[src/rtl/muldiv_pkg.sv]
// muldiv_pkg: shared operation codes, FSM state encoding and op-class helpers
// for the HI/LO multiply-divide unit and its iterative divider.
package muldiv_pkg;

    localparam logic [3:0] MD_MULT  = 4'd0;
    localparam logic [3:0] MD_MULTU = 4'd1;
    localparam logic [3:0] MD_DIV   = 4'd2;
    localparam logic [3:0] MD_DIVU  = 4'd3;
    localparam logic [3:0] MD_MTHI  = 4'd4;
    localparam logic [3:0] MD_MTLO  = 4'd5;
    localparam logic [3:0] MD_MADD  = 4'd6;
    localparam logic [3:0] MD_MADDU = 4'd7;
    localparam logic [3:0] MD_MSUB  = 4'd8;
    localparam logic [3:0] MD_MSUBU = 4'd9;

    typedef enum logic [1:0] {
        ST_IDLE = 2'd0,
        ST_MUL  = 2'd1,
        ST_DIV  = 2'd2
    } md_state_e;

    // Ops that go through the multiplier / accumulator path.
    function automatic logic is_mul_op(input logic [3:0] o);
        return o inside {MD_MULT, MD_MULTU, MD_MADD, MD_MADDU, MD_MSUB, MD_MSUBU};
    endfunction

    // Multiplier ops that treat their operands as two's complement.
    function automatic logic is_signed_mul(input logic [3:0] o);
        return o inside {MD_MULT, MD_MADD, MD_MSUB};
    endfunction

endpackage

[src/rtl/muldiv_unit_iter_divider.sv]
// iter_divider: restoring divider, one quotient bit per clock on operand
// magnitudes, followed by one sign-fix cycle during which done=1 and the
// signed quot/rem are presented combinationally for the parent to capture.
//   clk, reset       clock, asynchronous active-high reset
//   go               load operands and begin (parent guarantees divisor != 0)
//   flush            abandon the current division
//   is_signed        operands are two's complement (sampled with go)
//   dividend/divisor W-bit operands (sampled with go)
//   done             high for the single cycle after the last iteration
//   quot/rem         quotient truncated toward zero, remainder signed as dividend
module iter_divider
    import muldiv_pkg::*;
#(
    parameter int W = 32
) (
    input  logic         clk,
    input  logic         reset,
    input  logic         go,
    input  logic         flush,
    input  logic         is_signed,
    input  logic [W-1:0] dividend,
    input  logic [W-1:0] divisor,
    output logic         done,
    output logic [W-1:0] quot,
    output logic [W-1:0] rem
);
    localparam int CW = $clog2(W);

    logic          run_q, run_d;
    logic          fix_q, fix_d;
    logic [CW-1:0] cnt_q, cnt_d;
    logic [W-1:0]  rem_q, rem_d;
    logic [W-1:0]  quo_q, quo_d;
    logic [W-1:0]  dvs_q, dvs_d;
    logic          neg_quo_q, neg_quo_d;
    logic          neg_rem_q, neg_rem_d;

    logic [W:0]    shifted;
    logic          borrow;
    logic [W-1:0]  diff;

    // Partial remainder shifted left with the next dividend bit. When the
    // trial subtraction does not borrow the true difference is below the
    // divisor, so the W-bit modular difference is exact.
    assign shifted = {rem_q, quo_q[W-1]};
    assign borrow  = shifted < {1'b0, dvs_q};
    assign diff    = shifted[W-1:0] - dvs_q;

    always_comb begin
        run_d     = run_q;
        fix_d     = fix_q;
        cnt_d     = cnt_q;
        rem_d     = rem_q;
        quo_d     = quo_q;
        dvs_d     = dvs_q;
        neg_quo_d = neg_quo_q;
        neg_rem_d = neg_rem_q;
        if (flush) begin
            run_d = 1'b0;
            fix_d = 1'b0;
        end else if (go) begin
            run_d     = 1'b1;
            fix_d     = 1'b0;
            cnt_d     = '0;
            rem_d     = '0;
            // The magnitude of the most negative value wraps to itself, which
            // is its correct unsigned magnitude.
            quo_d     = (is_signed && dividend[W-1]) ? -dividend : dividend;
            dvs_d     = (is_signed && divisor[W-1])  ? -divisor  : divisor;
            neg_quo_d = is_signed && (dividend[W-1] ^ divisor[W-1]);
            neg_rem_d = is_signed && dividend[W-1];
        end else if (run_q) begin
            rem_d = borrow ? shifted[W-1:0] : diff;
            quo_d = {quo_q[W-2:0], ~borrow};
            cnt_d = cnt_q + CW'(1);
            if (cnt_q == CW'(W - 1)) begin
                run_d = 1'b0;
                fix_d = 1'b1;
            end
        end else if (fix_q) begin
            fix_d = 1'b0;
        end
    end

    always_ff @(posedge clk or posedge reset) begin
        if (reset) begin
            run_q     <= 1'b0;
            fix_q     <= 1'b0;
            cnt_q     <= '0;
            rem_q     <= '0;
            quo_q     <= '0;
            dvs_q     <= '0;
            neg_quo_q <= 1'b0;
            neg_rem_q <= 1'b0;
        end else begin
            run_q     <= run_d;
            fix_q     <= fix_d;
            cnt_q     <= cnt_d;
            rem_q     <= rem_d;
            quo_q     <= quo_d;
            dvs_q     <= dvs_d;
            neg_quo_q <= neg_quo_d;
            neg_rem_q <= neg_rem_d;
        end
    end

    assign done = fix_q;
    assign quot = neg_quo_q ? -quo_q : quo_q;
    assign rem  = neg_rem_q ? -rem_q : rem_q;

endmodule

[src/rtl/muldiv_unit.sv]
// muldiv_unit: HI/LO multiply / multiply-accumulate / divide unit for EX.
//   clk, reset  clock, asynchronous active-high reset
//   start, op   launch an MD_* operation (taken only while busy==0)
//   a, b        rs / rt operands
//   cancel      abort the in-flight operation, hi/lo untouched
//   busy        operation in flight
//   hi, lo      architectural HI / LO registers
//   div_zero    one-cycle pulse when a DIV/DIVU by zero writes back
module muldiv_unit
    import muldiv_pkg::*;
#(
    parameter int W       = 32,
    parameter int MUL_LAT = 5
) (
    input  logic         clk,
    input  logic         reset,
    input  logic         start,
    input  logic [3:0]   op,
    input  logic [W-1:0] a,
    input  logic [W-1:0] b,
    input  logic         cancel,
    output logic         busy,
    output logic [W-1:0] hi,
    output logic [W-1:0] lo,
    output logic         div_zero
);
    localparam int CW = (MUL_LAT > 1) ? $clog2(MUL_LAT) : 1;

    md_state_e      state_q, state_d;
    logic           busy_q, busy_d;
    logic [W-1:0]   hi_q, hi_d;
    logic [W-1:0]   lo_q, lo_d;
    logic           dz_q, dz_d;
    logic [3:0]     op_q, op_d;
    logic [CW-1:0]  cnt_q, cnt_d;
    logic           dz_pend_q, dz_pend_d;
    logic [2*W-1:0] prod_q, prod_d;

    logic [2*W-1:0] a_ext, b_ext, prod_now, acc, wb_val;
    logic           div_go, div_flush, div_done;
    logic [W-1:0]   div_quot, div_rem;

    // Extending to 2W bits before multiplying gives the signed or unsigned
    // product exactly in the low 2W bits.
    assign a_ext    = is_signed_mul(op) ? {{W{a[W-1]}}, a} : {{W{1'b0}}, a};
    assign b_ext    = is_signed_mul(op) ? {{W{b[W-1]}}, b} : {{W{1'b0}}, b};
    assign prod_now = a_ext * b_ext;
    assign acc      = {hi_q, lo_q};

    always_comb begin
        unique case (op_q)
            MD_MADD, MD_MADDU: wb_val = acc + prod_q;
            MD_MSUB, MD_MSUBU: wb_val = acc - prod_q;
            default:           wb_val = prod_q;
        endcase
    end

    assign div_flush = cancel && (state_q == ST_DIV);

    iter_divider #(.W(W)) u_div (
        .clk       (clk),
        .reset     (reset),
        .go        (div_go),
        .flush     (div_flush),
        .is_signed (op == MD_DIV),
        .dividend  (a),
        .divisor   (b),
        .done      (div_done),
        .quot      (div_quot),
        .rem       (div_rem)
    );

    always_comb begin
        state_d   = state_q;
        busy_d    = busy_q;
        hi_d      = hi_q;
        lo_d      = lo_q;
        dz_d      = 1'b0;
        op_d      = op_q;
        cnt_d     = cnt_q;
        dz_pend_d = dz_pend_q;
        prod_d    = prod_q;
        div_go    = 1'b0;
        unique case (state_q)
            ST_IDLE: begin
                if (start) begin
                    if (is_mul_op(op)) begin
                        state_d = ST_MUL;
                        busy_d  = 1'b1;
                        op_d    = op;
                        cnt_d   = CW'(MUL_LAT - 1);
                        prod_d  = prod_now;
                    end else if (op == MD_DIV || op == MD_DIVU) begin
                        state_d = ST_DIV;
                        busy_d  = 1'b1;
                        op_d    = op;
                        if (b == '0) begin
                            // Zero divisor skips the divider; the product
                            // register parks the dividend for the HI write.
                            dz_pend_d = 1'b1;
                            prod_d    = {{W{1'b0}}, a};
                        end else begin
                            dz_pend_d = 1'b0;
                            div_go    = 1'b1;
                        end
                    end else if (op == MD_MTHI) begin
                        hi_d = a;
                    end else if (op == MD_MTLO) begin
                        lo_d = a;
                    end
                end
            end
            ST_MUL: begin
                if (cancel) begin
                    state_d = ST_IDLE;
                    busy_d  = 1'b0;
                end else if (cnt_q == '0) begin
                    state_d = ST_IDLE;
                    busy_d  = 1'b0;
                    hi_d    = wb_val[2*W-1:W];
                    lo_d    = wb_val[W-1:0];
                end else begin
                    cnt_d = cnt_q - CW'(1);
                end
            end
            ST_DIV: begin
                if (cancel) begin
                    state_d = ST_IDLE;
                    busy_d  = 1'b0;
                end else if (dz_pend_q) begin
                    state_d   = ST_IDLE;
                    busy_d    = 1'b0;
                    dz_pend_d = 1'b0;
                    hi_d      = prod_q[W-1:0];
                    lo_d      = '1;
                    dz_d      = 1'b1;
                end else if (div_done) begin
                    state_d = ST_IDLE;
                    busy_d  = 1'b0;
                    hi_d    = div_rem;
                    lo_d    = div_quot;
                end
            end
            default: begin
                state_d = ST_IDLE;
                busy_d  = 1'b0;
            end
        endcase
    end

    always_ff @(posedge clk or posedge reset) begin
        if (reset) begin
            state_q   <= ST_IDLE;
            busy_q    <= 1'b0;
            hi_q      <= '0;
            lo_q      <= '0;
            dz_q      <= 1'b0;
            op_q      <= '0;
            cnt_q     <= '0;
            dz_pend_q <= 1'b0;
            prod_q    <= '0;
        end else begin
            state_q   <= state_d;
            busy_q    <= busy_d;
            hi_q      <= hi_d;
            lo_q      <= lo_d;
            dz_q      <= dz_d;
            op_q      <= op_d;
            cnt_q     <= cnt_d;
            dz_pend_q <= dz_pend_d;
            prod_q    <= prod_d;
        end
    end

    assign busy     = busy_q;
    assign hi       = hi_q;
    assign lo       = lo_q;
    assign div_zero = dz_q;

endmodule

[config.mk]
export PLATFORM = sky130hd
export DESIGN_NAME = muldiv_unit
export DESIGN_NICKNAME = d
export VERILOG_FILES = /design/src/rtl/muldiv_pkg.sv /design/src/rtl/muldiv_unit_iter_divider.sv /design/src/rtl/muldiv_unit.sv
export SDC_FILE = /design/constraint.sdc
export NUM_CORES = 2
export LEC_CHECK = 0
export CAP_MARGIN = 5
export CORE_ASPECT_RATIO = 1.2
export CORE_MARGIN = 4
export CORE_UTILIZATION = 61
export DETAILED_ROUTE_END_ITERATION = 6
export HOLD_SLACK_MARGIN = 0.12
export PLACE_DENSITY_LB_ADDON = 0.2
export SLEW_MARGIN = 20
export SYNTH_ARGS = -nofsm -noshare
export SYNTH_HDL_FRONTEND = slang
export SYNTH_HIERARCHICAL = 1
export SYNTH_SLANG_ARGS = --single-unit
[constraint.sdc]
create_clock -name clk -period 10.9 [get_ports clk]
set_input_delay 3.27 -clock clk [delete_from_list [all_inputs] [get_ports clk]]
set_output_delay 3.27 -clock clk [all_outputs]
set_load 0.1 [all_outputs]
==> flow_summary_export.csv <==
group,metric,value,unit
outcome,status,"complete, but fails checks",
outcome,violations,"setup timing",
global_routing,antenna_found_initial,15,
final_layout,areaGrowthSynthToFinish,18.0,%
die,rows,134,
worst_setup_path,cp.arrival,12.08,ns
logic_synthesis,synth.distinct_cells,91,
final_layout,multi_input_area,0.0564,mm^2
placement,dp_hpwl,201000,um
clocking,clk_latency,0.57,ns
clocking,clk_path_buf_depth,3,
die,fp.dieW,315,um
worst_setup_path,max_stage_delay,0.59,ns
clocking,cts_tree,"done",
logic_synthesis,async_reset_ff_share,100,%
logic_synthesis,synth_edf_count,0,
placement,placed_cell_area,0.0776,mm^2
final_layout,num-fill-cells,8470,
clocking,clockRootBuffer,"clkbuf_16",
placement,gp_congestion,1.01,
die,die_area,0.119,mm^2
timing,fin_crit,11.66,ns
timing,fin_skew,0.0156,ns
timing,tightest_slew,1.15,ns
final_layout,design_area,0.0814,mm^2
die,initial_core_util,61.7,%
global_routing,grt_pass1_vias,63119,
die,die-height,376,um
global_routing,grt_max_degree,86,
worst_setup_path,worst_path_max_delay_cell,"fa_1",
clocking,cts_buffers,27,
logic_synthesis,ys_warn_count,6,
logic_synthesis,netlist_area,0.0690,mm^2
global_routing,grt_remaining_overflow,0,
timing,hold_violations,0,
timing,finalSetupViolCount,30,
global_routing,grt_usage,41.0,%
worst_setup_path,critPathMaxFanout,6,
placement,io_buffer_count,137,
logic_synthesis,avgSynthCellArea,8.66,um^2
timing,fin_ws,-0.757,ns
timing,rsz0062_at_grt,"yes",
timing,worst_slew_margin_rel,23.0,%
final_layout,drive_above_1_share,16.6,%
min_path,holdCritPathClass,"register to register",
drt,drc,0,
timing,post-route-period-util,107,%
clocking,htreeDepth,1,
drt,wl_per_cell,24.0,um
die,core,0.112,mm^2
timing,fmax,85.8,MHz
final_layout,final-seq-area,0.00611,mm^2
global_routing,grt_pass1_wl,367000,um
placement,place_ws,-1.88,ns
worst_setup_path,path_common_cell,"fa_1",
drt,drt_iter0_markers,5491,
drt,via_count,59966,
clocking,cts.sinks,244,
clocking,path_clk_slew,0.06,ns
logic_synthesis,synth_nets,9881,
clocking,ctsHoldBuffers,0,
logic_synthesis,syn_inst,7972,
drt,drtPass1Iterations,6,
timing,finalMaxSlewViolations,0,
logic_synthesis,synth_ff_type,"dfrtp_1",
worst_setup_path,crit_type,"primary input to register",
final_layout,nNetsFinal,10530,
die,io_pins,138,
drt,wl,244000,um
drt,drtAntennaViolNets,0,
worst_setup_path,end_kind,"register",
logic_synthesis,ys_seq_elements,244,
worst_setup_path,cp-start-kind,"primary input",
drt,viasPerCell,5.91,
worst_setup_path,cp.required,11.33,ns
run,cap_violations,0,
logic_synthesis,ys_seq_area_share,8.85,%
==> placed cells by master (no fill, tap or decap), types with 33 or more instances in the layout <==
master | netlist | layout
a21o_1 | 95 | 93
a21oi_1 | 332 | 309
a31oi_1 | 36 | 34
and2_1 | 341 | 330
buf_12 | 0 | 70
buf_4 | 2 | 796
buf_6 | 1 | 71
clkbuf_16 | 0 | 37
clkdlybuf4s50_1 | 0 | 78
dfrtp_1 | 244 | 243
fa_1 | 1421 | 1350
fa_2 | 0 | 71
ha_1 | 416 | 381
ha_4 | 0 | 33
inv_1 | 1681 | 1620
inv_2 | 0 | 57
mux2i_1 | 48 | 48
nand2_1 | 1149 | 1116
nand3_1 | 62 | 57
nand4_1 | 44 | 44
nor2_1 | 242 | 226
nor3_1 | 51 | 45
nor4_1 | 37 | 35
o21ai_0 | 343 | 310
o22ai_1 | 49 | 49
o31ai_1 | 89 | 87
xnor2_1 | 255 | 247
xor2_1 | 121 | 118
==> critical path: cells and delay by family <==
kind                       cells  cell delay, ns
and+or+nand+nor                8            1.42
AOI/OAI and AO/OA              3            0.54
buffers and inverters         12            1.25
adders and majority gates     11            5.46
xor gates and xnor gates       1            0.10
==> final cells by class <==
cell class | instances | share of cell area, %
tap | 1496 | 2.30
clock inverter | 12 | 0.214
antenna | 7 | 0.0215
multi-input combinational | 5584 | 69.3
timing repair buffer | 1082 | 12.0
sequential | 244 | 7.50
clock buffer | 36 | 0.945
inverter | 1682 | 7.77
==> cells by family (layout without fill, tap and decap cells) <==
logic type / count (synthesis) / count (layout) / share of synthesized area [%]
other: 0 / 7 / 0
XOR/XNOR: 377 / 377 / 4.79
flip-flops: 244 / 244 / 8.85
buffers and inverters: 2144 / 2812 / 11.7
adder cells (fa/ha/maj): 1839 / 1839 / 48.8
AND/OR/NAND/NOR: 2086 / 2086 / 13.9
AO/OA/AOI/OAI: 1220 / 1220 / 11.0
multiplexers: 62 / 62 / 0.925
==> registers in the layout, indices dropped and copies added (netlist names) <==
register,cells
u_div/done,1
u_div/neg_rem_q,1
cnt_q,3
u_div/neg_quo_q,1
op_q,3
div_zero,1
dz_pend_q,1
u_div/cnt_q,5
lo,32
u_div/quo_q,32
prod_q,64
u_div/rem_q,32
u_div/dvs_q,32
busy,1
state_q,2
u_div/run_q,1
hi,32
==> Yosys cell counts (all sizes together) (7+ instances only) <==
library cell  count  area share, %
a211oi           33           0.36
a21boi            8          0.087
a21o             95            1.0
a21oi           333            2.4
a221oi           18           0.23
a31o              9           0.11
a31oi            36           0.33
a41oi             7           0.10
and2            342            3.1
and3             35           0.32
and4              7          0.089
buf              27           0.18
clkbuf          435            2.4
dfrtp           244            8.8
fa             1421             41
ha              416            7.5
inv            1681            9.1
mux2             14           0.23
mux2i            48           0.70
nand2          1151            6.3
nand2b           22           0.21
nand3            62           0.45
nand4            45           0.42
nor2            244            1.3
nor2b            15           0.14
nor3             51           0.37
nor4             41           0.42
o211ai           16           0.17
o21a             21           0.23
o21ai           349            2.5
o21bai           36           0.39
o22a             27           0.34
o22ai            49           0.44
o31ai            90            1.0
o41ai            29           0.40
or2              10          0.091
or3              26           0.26
or4              19           0.23
xnor2           256            3.3
xor2            121            1.5
==> metal layers <==
layer  vias to the layer above  global-route usage, %  share of wire [%]
met4                        10                   28.4                8.9
met1                     29989                   48.8                 35
li1                      25874                      -                  -
met3                       947                   8.20                9.6
met5                         -                      0              0.032
met2                      3146                   66.9                 46
==> worst paths after layout <==
path	endpoint	cells after the start	slack, ns	start
worst min-delay path	u_div/dvs_q[27]$_DFFE_PP0P_	2	0.48	u_div/dvs_q[27]$_DFFE_PP0P_
worst max-delay path	prod_q[55]$_DFFE_PP0P_	35	-0.76	op[3]
max in group asynchronous	dz_pend_q$_DFFE_PP0P_	3	5.98	reset
min in group asynchronous	u_div/quo_q[5]$_DFFE_PP0P_	2	3.22	reset
worst max register to register	hi[31]$_DFFE_PP0P_	18	4.47	prod_q[7]$_DFFE_PP0P_
worst min register to register	u_div/dvs_q[27]$_DFFE_PP0P_	2	0.48	u_div/dvs_q[27]$_DFFE_PP0P_
==> stage by stage <==
step	utilization [%]	TNS, ns	hold WS (ns)	instances
after global placement	69.4	-52.18	0.464	9974
after detailed placement	69.4	-55.56	0.470	9974
final	72.8	-13.45	0.477	10143
after floorplan	-	-11.29	0.450	7972
after global routing	72.8	-20.52	0.500	10138
after CTS	71.6	-13.07	0.483	10072
==> what timing repair did <==
| item | CTS | global route |
|---|---|---|
| gates resized for setup | 269 | 272 |
| pin swaps | 179 | 189 |
| setup buffers | 53 | 59 |
| setup endpoints to repair | 40 | 40 |
| gates cloned | 3 | 10 |
| endpoints found under the hold margin | 0 | 0 |
Power is not shown: default switching activity piles up to over one toggle a cycle in this logic, so the estimate is an artifact.
